[src/rtl/writeback_stage.sv]
// Writeback stage: registers EX results, commits GPR writes and output-FIFO pushes,
// back-pressures upstream when the FIFO cannot take a word, and forwards the pending result.
module writeback_stage #(
    parameter int DATA_W    = 16,
    parameter int GPR_AW    = 3,
    parameter int OUT_DEPTH = 4,
    parameter int CNT_W     = 16,
    localparam int PTR_W    = $clog2(OUT_DEPTH),
    localparam int LVL_W    = PTR_W + 1
) (
    input  logic              clk,
    input  logic              internal_reset,
    input  logic              ex_wr_en,
    input  logic              ex_dataoutv,
    input  logic [GPR_AW-1:0] ex_dst,
    input  logic [DATA_W-1:0] ex_data,
    output logic              stall,
    output logic              gpr_we,
    output logic [GPR_AW-1:0] gpr_waddr,
    output logic [DATA_W-1:0] gpr_wdata,
    output logic              fwd_valid,
    output logic [GPR_AW-1:0] fwd_dst,
    output logic [DATA_W-1:0] fwd_data,
    output logic              out_valid,
    output logic [DATA_W-1:0] out_data,
    input  logic              out_ready,
    output logic [CNT_W-1:0]  out_count,
    output logic [LVL_W-1:0]  fifo_level
);

    logic              wb_wr_en_q, wb_wr_en_d;
    logic              wb_dataoutv_q, wb_dataoutv_d;
    logic [GPR_AW-1:0] wb_dst_q, wb_dst_d;
    logic [DATA_W-1:0] wb_data_q, wb_data_d;

    logic [DATA_W-1:0] mem_q [OUT_DEPTH];
    logic [DATA_W-1:0] mem_d [OUT_DEPTH];
    logic [PTR_W-1:0]  rd_ptr_q, rd_ptr_d;
    logic [PTR_W-1:0]  wr_ptr_q, wr_ptr_d;
    logic [LVL_W-1:0]  level_q, level_d;
    logic [CNT_W-1:0]  out_count_q, out_count_d;

    logic pop, room, push;

    always_comb begin
        pop   = (level_q != '0) & out_ready;
        // A same-cycle pop frees a slot, so a full FIFO being drained never stalls.
        room  = (level_q < LVL_W'(OUT_DEPTH)) | pop;
        stall = wb_dataoutv_q & ~room;
        push  = wb_dataoutv_q & ~stall;

        wb_wr_en_d    = stall ? wb_wr_en_q    : ex_wr_en;
        wb_dataoutv_d = stall ? wb_dataoutv_q : ex_dataoutv;
        wb_dst_d      = stall ? wb_dst_q      : ex_dst;
        wb_data_d     = stall ? wb_data_q     : ex_data;

        mem_d = mem_q;
        if (push) mem_d[wr_ptr_q] = wb_data_q;
        wr_ptr_d = wr_ptr_q + PTR_W'(push);
        rd_ptr_d = rd_ptr_q + PTR_W'(pop);

        level_d = level_q;
        if (push && !pop)      level_d = level_q + 1'b1;
        else if (!push && pop) level_d = level_q - 1'b1;

        out_count_d = out_count_q + CNT_W'(push);
    end

    always_ff @(posedge clk) begin
        if (internal_reset) begin
            wb_wr_en_q    <= 1'b0;
            wb_dataoutv_q <= 1'b0;
            wb_dst_q      <= '0;
            wb_data_q     <= '0;
            mem_q         <= '{default: '0};
            rd_ptr_q      <= '0;
            wr_ptr_q      <= '0;
            level_q       <= '0;
            out_count_q   <= '0;
        end else begin
            wb_wr_en_q    <= wb_wr_en_d;
            wb_dataoutv_q <= wb_dataoutv_d;
            wb_dst_q      <= wb_dst_d;
            wb_data_q     <= wb_data_d;
            mem_q         <= mem_d;
            rd_ptr_q      <= rd_ptr_d;
            wr_ptr_q      <= wr_ptr_d;
            level_q       <= level_d;
            out_count_q   <= out_count_d;
        end
    end

    assign gpr_we     = wb_wr_en_q & ~stall & ~internal_reset;
    assign gpr_waddr  = wb_dst_q;
    assign gpr_wdata  = wb_data_q;
    assign fwd_valid  = wb_wr_en_q;
    assign fwd_dst    = wb_dst_q;
    assign fwd_data   = wb_data_q;
    assign out_valid  = (level_q != '0);
    assign out_data   = mem_q[rd_ptr_q];
    assign out_count  = out_count_q;
    assign fifo_level = level_q;

endmodule

[config.mk]
export PLATFORM = sky130hd
export DESIGN_NAME = writeback_stage
export DESIGN_NICKNAME = d
export VERILOG_FILES = /design/src/rtl/writeback_stage.sv
export SDC_FILE = /design/constraint.sdc
export NUM_CORES = 1
export LEC_CHECK = 0
export BUFFER_PORTS_ARGS = -buffer_cell sky130_fd_sc_hd__clkbuf_2
export CORE_MARGIN = 5
export CORE_UTILIZATION = 54
export CTS_CLUSTER_SIZE = 30
export DETAILED_ROUTE_END_ITERATION = 8
export HOLD_SLACK_MARGIN = 0.05
export PLACE_DENSITY = 0.79
export SETUP_SLACK_MARGIN = 0.4
export SLEW_MARGIN = 20
export SYNTH_ARGS = -nofsm -noshare
export SYNTH_HDL_FRONTEND = slang
export SYNTH_SLANG_ARGS = --single-unit
[constraint.sdc]
create_clock -name clk -period 2.4 [get_ports clk]
set_input_delay 0.48 -clock clk [delete_from_list [all_inputs] [get_ports clk]]
set_output_delay 0.48 -clock clk [all_outputs]
set_load 0.01 [all_outputs]
==> summary.md <==
| Metric | Value |
|---|---|
| Synthesized area per cell | `10.11 µm²` |
| Worst hold stages | `3` |
| Pwr Density | `~770 nW/µm²` |
| First-pass DRT Iterations | `4` |
| Mapped Nets | `just under 500` |
| Mapped Cells | `roughly 450` |
| Antenna diode count | `0` |
| Setup violators final | `0` |
| Clk slew on worst S/H paths | `roughly 0.1 ns` |
| Max Clock Freq | `between 400 and 500 MHz` |
| Critical Path Fanout Max | `8` |
| Crit. End Element | `output pin` |
| Drt total wl | `9.764 mm` |
| Crit path time final | `slightly above 2 ns` |
| CP max-delay cell | `mux4_2` |
| Average wire per standard cell | `between 15 and 20 µm` |
| Worst slew pin tran | `1.068 ns` |
| GPL Wtd Cong | `~0.79` |
| RSZ-0062 raised after global routing | `yes` |
| H-tree depth | `3` |
| Setup Crit Path Kind | `reg -> out` |
| Sequential share of the synthesized area | `47.29%` |
| Top Ports | `just over 100` |
| Total of max-cap violations | `0` |
| HP Class | `in -> reg` |
| Number of global-route vias before repair | `3263` |
| Root Buffer | `clkbuf_8` |
| # port buffers | `100` |
| Final period util | `about 87%` |
| Main combinational cell family by area after synthesis | `multiplexers` |
| Fraction of layout cells with a size suffix above 1 | `between 30% and 40%` |
| Slack of the worst reg-to-reg path | `approximately 0.38 ns` |
| CTS Buf Count | `9` |
| Initial antenna violation count | `0` |
| CTS tree | `done` |
| DRT antenna net count | `0` |
| Via count | `between 3000 and 4000` |
| Die H | `~100 µm` |
| Peak supply drop | `0.5215 mV` |
| Final net count | `563` |
| Finished Cell Area | `about 5400 µm²` |
| Synth Area in Adders | `1.806%` |
| Global-route wire length before repair | `16.00 mm` |
| Relative slew slack | `between 20 and 30%` |
| Simple-gate area share of the yosys netlist | `around 16%` |
| Largest buffer count on any clock path | `2` |
| Pin count of the biggest net entering global routing | `109` |
| Worst Path Arrival | `1.60 ns` |
| Count of different cell masters after synthesis | `33` |
| TNS Setup | `0 ns` |
| Leakage dissipation | `roughly 2.6 nW` |
| Post-Synth XOR/XNOR Area | `approximately 2.9%` |
| CP required | `1.92 ns` |
| Worst clock skew | `around 0.0098 ns` |
| Initial Util | `between 50 and 60%` |
| Mapped cell area | `about 4600 µm²` |
| Clk sinks | `roughly 110` |
| Compound-Gate Fraction of Synth Area | `3.120%` |
| Std-Cell Rows | `33` |
| CP max stage delay | `approximately 0.52 ns` |
| Core Footprint | `approximately 8200 µm²` |
| Outcome | `completed` |
| Yosys warns | `0` |
| Multiplexer share of the synthesized area | `roughly 22%` |
| Yosys reg bits | `between 100 and 150` |
| Placed cell areas | `5009 µm²` |
| Die ar. | `around 10000 µm²` |
| Final max-slew violation count | `0` |
| Worst setup SP type | `flop` |
| Final hold vios | `0` |
| Layout area overhead | `17.19%` |
| Congestion Overflow GR | `0` |
| Worst-Skew Late Latency | `about 0.37 ns` |
| Worst reg2reg path depth | `8` |
| Total routing usage reported by global routing | `about a fifth` |
| Crit path cell chain | `buf_12 -> mux4_2 -> clkbuf_2` |
| Post-DP HPWL | `6.361 mm` |
| DRC | `0` |
| Cts hold-fix bufs | `0` |
| Vias per std cell | `just over 5` |
| Chip width | `a little over 100 µm` |
| Initial DRC count | `roughly 160` |
-- cell type report --
| class | instances | area (µm²) |
|---|---|---|
| Clock buffer | 11 | 141.4 |
| Inverter | 8 | 30.03 |
| Tap cell | 105 | 131.4 |
| Clock inverter | 5 | 85.08 |
| Timing Repair Buffer | 116 | 655.6 |
| Multi-Input combinational cell | 290 | 2136 |
| Sequential cell | 108 | 2178 |
| Fill cell | 680 | 2859 |
-- synthesized netlist by cell type --
cell        n  share of area, %
nand4_1     2              0.27
xnor2_1    11               2.1
buf_6       1              0.25
buf_4      26               4.3
nor3_2      1              0.22
o21ai_0     3              0.33
nand3_1     6              0.66
a21oi_1    24               2.6
nand2b_1    1              0.14
xor2_1      4              0.77
nor2b_1     4              0.55
nor3_1      4              0.44
clkbuf_1   13               1.1
nor2_1     82               6.7
inv_1       6              0.49
mux2i_1    65                14
dfxtp_1   108                47
fa_1        1              0.44
nand4b_1    2              0.38
buf_2       5              0.55
inv_2       2              0.16
ha_1        5               1.4
or2_2       1              0.14
nor4b_4     1              0.52
or3_1       4              0.55
nand4_2     2              0.55
nor4_1      3              0.41
mux4_2     16               7.9
and2_2      1              0.16
a21o_1      1              0.16
buf_12      1              0.44
nor3b_1     1              0.16
nand2_1    45               3.7
-- worst paths after layout --
kind,startpoint,endpoint
hold reg to reg,fwd_valid,fwd_valid
setup / recovery,rd_ptr_q[0],out_data[7]
hold / removal,ex_data[14],fwd_data[14]
setup reg to reg,fifo_level[2],fifo_level[2]
-- registers in the layout (all words and copies together) (netlist names) --
name           cells
fwd_valid          1
wr_ptr_q           2
fwd_data          16
rd_ptr_q           2
fwd_dst            3
fifo_level         3
wb_dataoutv_q      1
out_count         16
mem_q             64
-- placed cells by master, fill, tap and decap left out, types with 10 or more instances in the layout --
| cell type | synthesis | final |
|---|---|---|
| a21oi_1 | 24 | 23 |
| buf_4 | 26 | 15 |
| clkbuf_2 | 0 | 98 |
| clkbuf_8 | 0 | 10 |
| dfxtp_1 | 108 | 103 |
| mux2i_1 | 65 | 65 |
| mux4_2 | 16 | 16 |
| nand2_1 | 45 | 44 |
| nor2_1 | 82 | 82 |
| xnor2_1 | 11 | 11 |
-- repair_timing --
| item | 4_1_cts | 5_1_grt |
|---|---|---|
| gates cloned | 1 | 0 |
| gates resized for setup | 10 | 8 |
| pin swaps | 1 | 2 |
| endpoints found under the hold margin | 0 | 0 |
| setup buffers | 6 | 0 |
| endpoints found under the setup margin | 17 | 21 |
-- worst max-delay path, delay by kind of cell, from the launching register on --
kind | cells | cell delay [ns]
multiplexers | 1 | 0.52
buffers and inverters | 2 | 0.30
flip-flops | 1 | 0.41
-- through the flow --
step | std cells | setup WS, ns | hold WS (ns) | power [W] | utilization, %
2_1_floorplan | 452 | 0.4092 | 0.4554 | 0.002583 | -
3_3_place_gp | 620 | 0.1826 | 0.4532 | 0.002765 | 60.96
3_5_place_dp | 620 | 0.1465 | 0.4585 | 0.002782 | 60.96
4_1_cts | 643 | 0.2830 | 0.3086 | 0.004157 | 64.93
5_1_grt | 643 | 0.2570 | 0.3046 | 0.004337 | 65.20
6_report | 643 | 0.3210 | 0.3207 | 0.004122 | 65.20
-- power by group --
| part | internal (W) | switching (W) | total [W] |
|---|---|---|---|
| clock | 0.000621 | 0.000613 | 0.00123 |
| sequential | 0.00189 | 0.000110 | 0.00200 |
| combinational | 0.000473 | 0.000413 | 0.000886 |
| total | 0.00299 | 0.00114 | 0.00412 |
-- routing by layer --
metal	global-route usage, %	wire [µm]
met3	3.891	420
met1	25.45	4340
met4	6.357	113
met5	0	0
met2	32.98	4889
-- logic make-up after synthesis --
group | after synthesis
simple gates | 160
flops | 108
mux | 81
buf+inv | 54
compound gates | 28
xor+xnor | 15
fa+ha+maj | 6
(Power assumes the default switching activity.)
